===== src/rtl/cp0_ext.sv =====
// Coprocessor 0 for the pipelined MIPS core: status/cause/EPC/timer registers
// and the combinational take decision that redirects the pipeline.
module cp0_ext #(
    parameter int          NHW      = 6,
    parameter bit          TIMER_EN = 1'b1,
    parameter int          PRESCALE = 1,
    parameter logic [31:0] PRID     = 32'h0000_0100
) (
    input  logic            clk,
    input  logic            rst,
    input  logic [4:0]      rd_addr,
    output logic [31:0]     rd_data,
    input  logic            wr_en,
    input  logic [4:0]      wr_addr,
    input  logic [31:0]     wr_data,
    input  logic            eret,
    input  logic            in_delay_slot,
    input  logic [NHW-1:0]  hw_int,
    input  logic [4:0]      exc_code,
    input  logic [31:0]     exc_badvaddr,
    input  logic [31:0]     pc_now,
    output logic [31:0]     epc,
    output logic            go_handle
);
    localparam int PW = (PRESCALE > 1) ? $clog2(PRESCALE) : 1;

    logic [7:0]    im;
    logic          exl, ie, bd, ti;
    logic [1:0]    ip_sw;
    logic [4:0]    exc_code_r;
    logic [31:0]   epc_r, badvaddr_r, count_r, compare_r;
    logic [PW-1:0] presc;

    logic [5:0]    hw_pad;
    logic [7:0]    ip;
    logic          int_req, exc_req, tick;
    logic          wr_sr, wr_cause, wr_epc, wr_count, wr_compare;

    // Unconnected hardware lines read as zero.
    always_comb begin
        hw_pad = '0;
        for (int i = 0; i < NHW; i++) hw_pad[i] = hw_int[i];
    end

    assign ip = {hw_pad[5] | (ti & TIMER_EN), hw_pad[4:0], ip_sw};

    assign int_req   = (|(ip & im)) & ie & ~exl;
    assign exc_req   = (exc_code != 5'd0) & ~exl;
    assign go_handle = int_req | exc_req;
    assign epc       = epc_r;

    // mtc0 is dropped in a take cycle.
    assign wr_sr      = wr_en & ~go_handle & (wr_addr == 5'd12);
    assign wr_cause   = wr_en & ~go_handle & (wr_addr == 5'd13);
    assign wr_epc     = wr_en & ~go_handle & (wr_addr == 5'd14);
    assign wr_count   = wr_en & ~go_handle & (wr_addr == 5'd9);
    assign wr_compare = wr_en & ~go_handle & (wr_addr == 5'd11);

    assign tick = (presc == PW'(PRESCALE - 1));

    always_ff @(posedge clk or posedge rst) begin
        if (rst) begin
            im         <= '0;
            exl        <= 1'b0;
            ie         <= 1'b0;
            bd         <= 1'b0;
            ip_sw      <= '0;
            exc_code_r <= '0;
            epc_r      <= '0;
            badvaddr_r <= '0;
        end else if (go_handle) begin
            exl        <= 1'b1;
            bd         <= in_delay_slot;
            epc_r      <= in_delay_slot ? pc_now - 32'd4 : pc_now;
            exc_code_r <= int_req ? 5'd0 : exc_code;
            if (!int_req && (exc_code == 5'd4 || exc_code == 5'd5))
                badvaddr_r <= exc_badvaddr;
        end else begin
            if (wr_sr) begin
                im  <= wr_data[15:8];
                exl <= wr_data[1];
                ie  <= wr_data[0];
            end else if (eret) begin
                exl <= 1'b0;
            end
            if (wr_cause) ip_sw <= wr_data[9:8];
            if (wr_epc)   epc_r <= wr_data;
        end
    end

    // Timer keeps running while EXL is set; software writes beat the tick.
    always_ff @(posedge clk or posedge rst) begin
        if (rst) begin
            count_r   <= '0;
            compare_r <= 32'hFFFF_FFFF;
            presc     <= '0;
            ti        <= 1'b0;
        end else if (TIMER_EN) begin
            if (wr_count) begin
                count_r <= wr_data;
                presc   <= '0;
            end else if (tick) begin
                count_r <= count_r + 32'd1;
                presc   <= '0;
            end else begin
                presc <= presc + PW'(1);
            end
            if (wr_compare) begin
                compare_r <= wr_data;
                ti        <= 1'b0;
            end else if (tick && !wr_count && count_r == compare_r) begin
                ti <= 1'b1;
            end
        end
    end

    always_comb begin
        rd_data = '0;
        case (rd_addr)
            5'd8:  rd_data = badvaddr_r;
            5'd9:  rd_data = TIMER_EN ? count_r : 32'd0;
            5'd11: rd_data = TIMER_EN ? compare_r : 32'd0;
            5'd12: rd_data = {16'b0, im, 6'b0, exl, ie};
            5'd13: rd_data = {bd, ti, 14'b0, ip, 1'b0, exc_code_r, 2'b0};
            5'd14: rd_data = epc_r;
            5'd15: rd_data = PRID;
            default: rd_data = '0;
        endcase
    end
endmodule


===== config.mk =====
export PLATFORM = sky130hd
export DESIGN_NAME = cp0_ext
export DESIGN_NICKNAME = d
export VERILOG_FILES = /design/src/rtl/cp0_ext.sv
export SDC_FILE = /design/constraint.sdc
export NUM_CORES = 1
export LEC_CHECK = 0
export CORE_UTILIZATION = 40
export DETAILED_ROUTE_END_ITERATION = 6
export PLACE_DENSITY = 0.74
export SYNTH_ARGS = -nofsm -noshare
export SYNTH_HDL_FRONTEND = slang
export SYNTH_SLANG_ARGS = --single-unit

===== constraint.sdc =====
create_clock -name clk -period 6 [get_ports clk]
set_input_delay 0.6 -clock clk [delete_from_list [all_inputs] [get_ports clk]]
set_output_delay 0.6 -clock clk [all_outputs]
set_load 0.02 [all_outputs]

==> flow_metrics.py <==
metrics = {
    "power": {
        "p_comb_frac": 0.329,
        "power.internal_mw": 2.79,
        "p_switching_mw": 1.50,
        "vdd_drop_max_v": 0.000242,
        "p_clk_frac": 0.246,
        "p_leak_nw": 4.51,
        "powerDensity_nw_per_um2": 390,
        "power_frac_seq": 0.425,
        "switching_share": 0.350,
    },
    "synthesis": {
        "ys_ff_latch": 147,
        "async_reset_ff_frac": 1.00,
        "synthTopCellsByArea": "dfrtp_1 35%, mux2_2 13%, dfstp_2 10%, a22oi_1 5.7%, xnor2_1 4.6%",
        "synth_edf_count": 0,
        "synthesis.nets": 892,
        "netlist_area_um2": 8320,
        "yosys.area.top_type_share": 0.346,
        "ys_seq_area_frac": 0.447,
        "synth_area_leader_cell": "dfrtp_1",
        "synth.avg_cell_area_um2": 10.8,
        "synth_cell_type_count": 47,
        "synth_flop_cell": "dfrtp_1",
        "netlist_instances": 768,
        "ys_warn_count": 0,
    },
    "drt": {
        "drtIter0Drc": 564,
        "viasPerCell": 5.69,
        "ant_nets": 0,
        "wl_per_cell_um": 21.3,
        "drt-total-wl_mm": 26.0,
        "drc": 0,
        "drt_pass1_iterations": 6,
        "vias": 6945,
    },
    "cts": {
        "htree_num_levels": 4,
        "cts_inserted_buffers": 17,
        "clk_latency_ns": 0.43,
        "clock-sinks": 147,
        "path_clk_slew_ns": 0.06,
        "ctsRootBufferMaster": "clkbuf_16",
        "cts_resized": 0,
        "post-cts-setup-buffer-count": 0,
        "cts_tree": "done",
        "cts_max_path_buffers": 2,
        "cts_hold_buf": 0,
    },
    "worst_setup_path": {
        "r2r_start": "im[5]$_DFFE_PP0P_",
        "start_kind": "input port",
        "r2r_slack_ns": 2.79,
        "critical_path_peak_fanout": 16,
        "path_class": "input port to output pin",
        "regToRegEndpoint": "count_r[3]$_DFF_PP0_",
        "cp-end-kind": "output pin",
        "required_ns": 5.40,
        "cp.arrival_ns": 3.53,
        "worstRegToRegCells": 6,
    },
    "die": {
        "die_w_um": 146,
        "rows": 52,
        "boundaryPins": 187,
        "die_y_um": 146,
        "start_util": 0.410,
        "die_area_um2": 21400,
        "core-area_um2": 20300,
    },
    "layout": {
        "fin_area_um2": 11000,
        "drive_above_1_share": 0.192,
        "nets": 1062,
        "final_cell_mix": "186 x clkdlybuf4s50_1, 115 x dfrtp_1, 93 x mux2_2",
        "finish.utilization": 0.542,
        "syn_to_final_growth_pct": 32.2,
        "layout_commonest_cell": "clkdlybuf4s50_1",
        "diodes": 0,
    },
    "grt": {
        "grt_max_degree": 96,
        "antenna_found_initial": 0,
        "grt_overflow": 0,
        "use_met2": 0.387,
        "met3_usage": 0.0584,
        "grt_use_met1": 0.336,
        "grt_pass1_wl_mm": 40.2,
        "track_usage": 0.248,
        "top_usage_layer": "met2",
        "grt_pass1_vias": 6974,
    },
    "worst_hold_path": {
        "holdPathEnd": "badvaddr_r[23]$_DFFE_PP0P_",
        "hold_class": "flip-flop to flip-flop",
        "hold_depth": 1,
        "min_from": "badvaddr_r[23]$_DFFE_PP0P_",
    },
    "timing": {
        "setup_tns_ns": 0,
        "slew_viol_final": 0,
        "finalClockSkew_ns": 0.0133,
        "period_share": 0.689,
        "hold_viol_final": 0,
        "rsz0062_at_grt": "no",
        "fmaxAchievable_mhz": 242,
        "fin_crit_ns": 4.13,
        "setup_viol_count_final": 0,
        "relSlewSlack": 0.182,
        "max_slew.worst_pin.slew_ns": 1.22,
    },
    "placement": {
        "portBuffers": 186,
        "gp_routability_congestion": 0.876,
        "placed_area_um2": 10400,
        "hpwlAfterDp_mm": 18.5,
    },
    "status": {
        "status": "complete, no violations",
    },
    "job": {
        "maxCapViolCount": 0,
    },
}
-- power by group through the flow --
stage               Sequential [mW]  Clock [mW]  Combinational, mW
floorplan                      1.79           0              0.786
CTS                            1.81        1.07               1.41
global placement               1.82           0               1.38
finish                         1.82        1.05               1.41
detailed placement             1.82           0               1.41
global route                   1.87        1.11               1.52
-- cells by family after synthesis --
group / Yosys count / synth area share
buffers and inverters: 54 / 0.0313
flip-flops: 147 / 0.447
XOR/XNOR: 88 / 0.0926
adder cells (fa/ha/maj): 2 / 0.00301
multiplexers: 143 / 0.191
AND/OR/NAND/NOR: 214 / 0.136
AO/OA/AOI/OAI: 120 / 0.0995
-- cell usage after synthesis, types with 4 or more instances --
cell	count
nor3_1	18
xnor2_1	44
a21oi_1	17
mux2i_1	19
nor2_1	36
xor2_1	44
nor3b_1	4
buf_4	5
a22oi_1	63
nand2_1	61
mux2_2	93
buf_2	10
dfstp_2	32
a222oi_1	10
nand4_1	15
nor4_2	4
nor4_1	15
nor2b_1	6
and3_1	6
inv_1	10
nand3_1	29
o21ai_0	23
clkbuf_1	20
dfrtp_1	115
mux2_1	31
-- worst max path at each step --
stage / start / endpoint / slack (ns) / depth (start not counted)
after detailed placement: rd_addr[2] / rd_data[3] / 1.96 / 6
after CTS: rd_addr[2] / rd_data[3] / 1.94 / 6
after global routing: rd_addr[4] / rd_data[1] / 1.79 / 7
final: rd_addr[4] / rd_data[1] / 1.87 / 7
after global placement: rd_addr[4] / rd_data[1] / 1.96 / 7
after floorplan: rst / badvaddr_r[0]$_DFFE_PP0P_ / 1.50 / 1
-- per-stage QoR --
stage	worst slack [ns]	power (mW)	hold WS [ns]	std cells
6_report	1.87	4.29	0.505	1221
3_5_place_dp	1.96	3.23	0.496	1189
3_3_place_gp	1.96	3.19	0.488	1189
2_1_floorplan	1.50	2.57	0.479	768
4_1_cts	1.94	4.29	0.509	1221
5_1_grt	1.79	4.49	0.519	1221
-- layer usage --
metal	up-vias	part of all wire
li1	3157	-
met5	-	0
met3	31	0.070
met1	3479	0.45
met4	0	0.020
met2	278	0.46
-- worst max-delay path, cell delays in order --
cell and delay, ns:
clkdlybuf4s50_1 0.48, nand3b_1 0.29, nor3b_4 0.81, buf_4 0.41, a222oi_1 0.18, nand2_1 0.14
clkdlybuf4s50_1 0.61
-- layout make-up --
| type | count | area (um2) |
|---|---|---|
| fill | 1832 | 9300 |
| timing repair buffer | 195 | 1930 |
| clock buffer | 24 | 482 |
| tap | 270 | 338 |
| clock inverter | 8 | 104 |
| multi-input combinational | 567 | 4390 |
| sequential | 147 | 3720 |
| inverter | 10 | 42.5 |
-- state kept, by name, summed over array words and instances, names as in the netlist --
register and cells:
exc_code_r 5, ip_sw 2, compare_r 32, count_r 32, epc 32, ti 1, bd 1, exl 1
ie 1, im 8, badvaddr_r 32
Note: power is estimated with default switching activity, not from simulation.
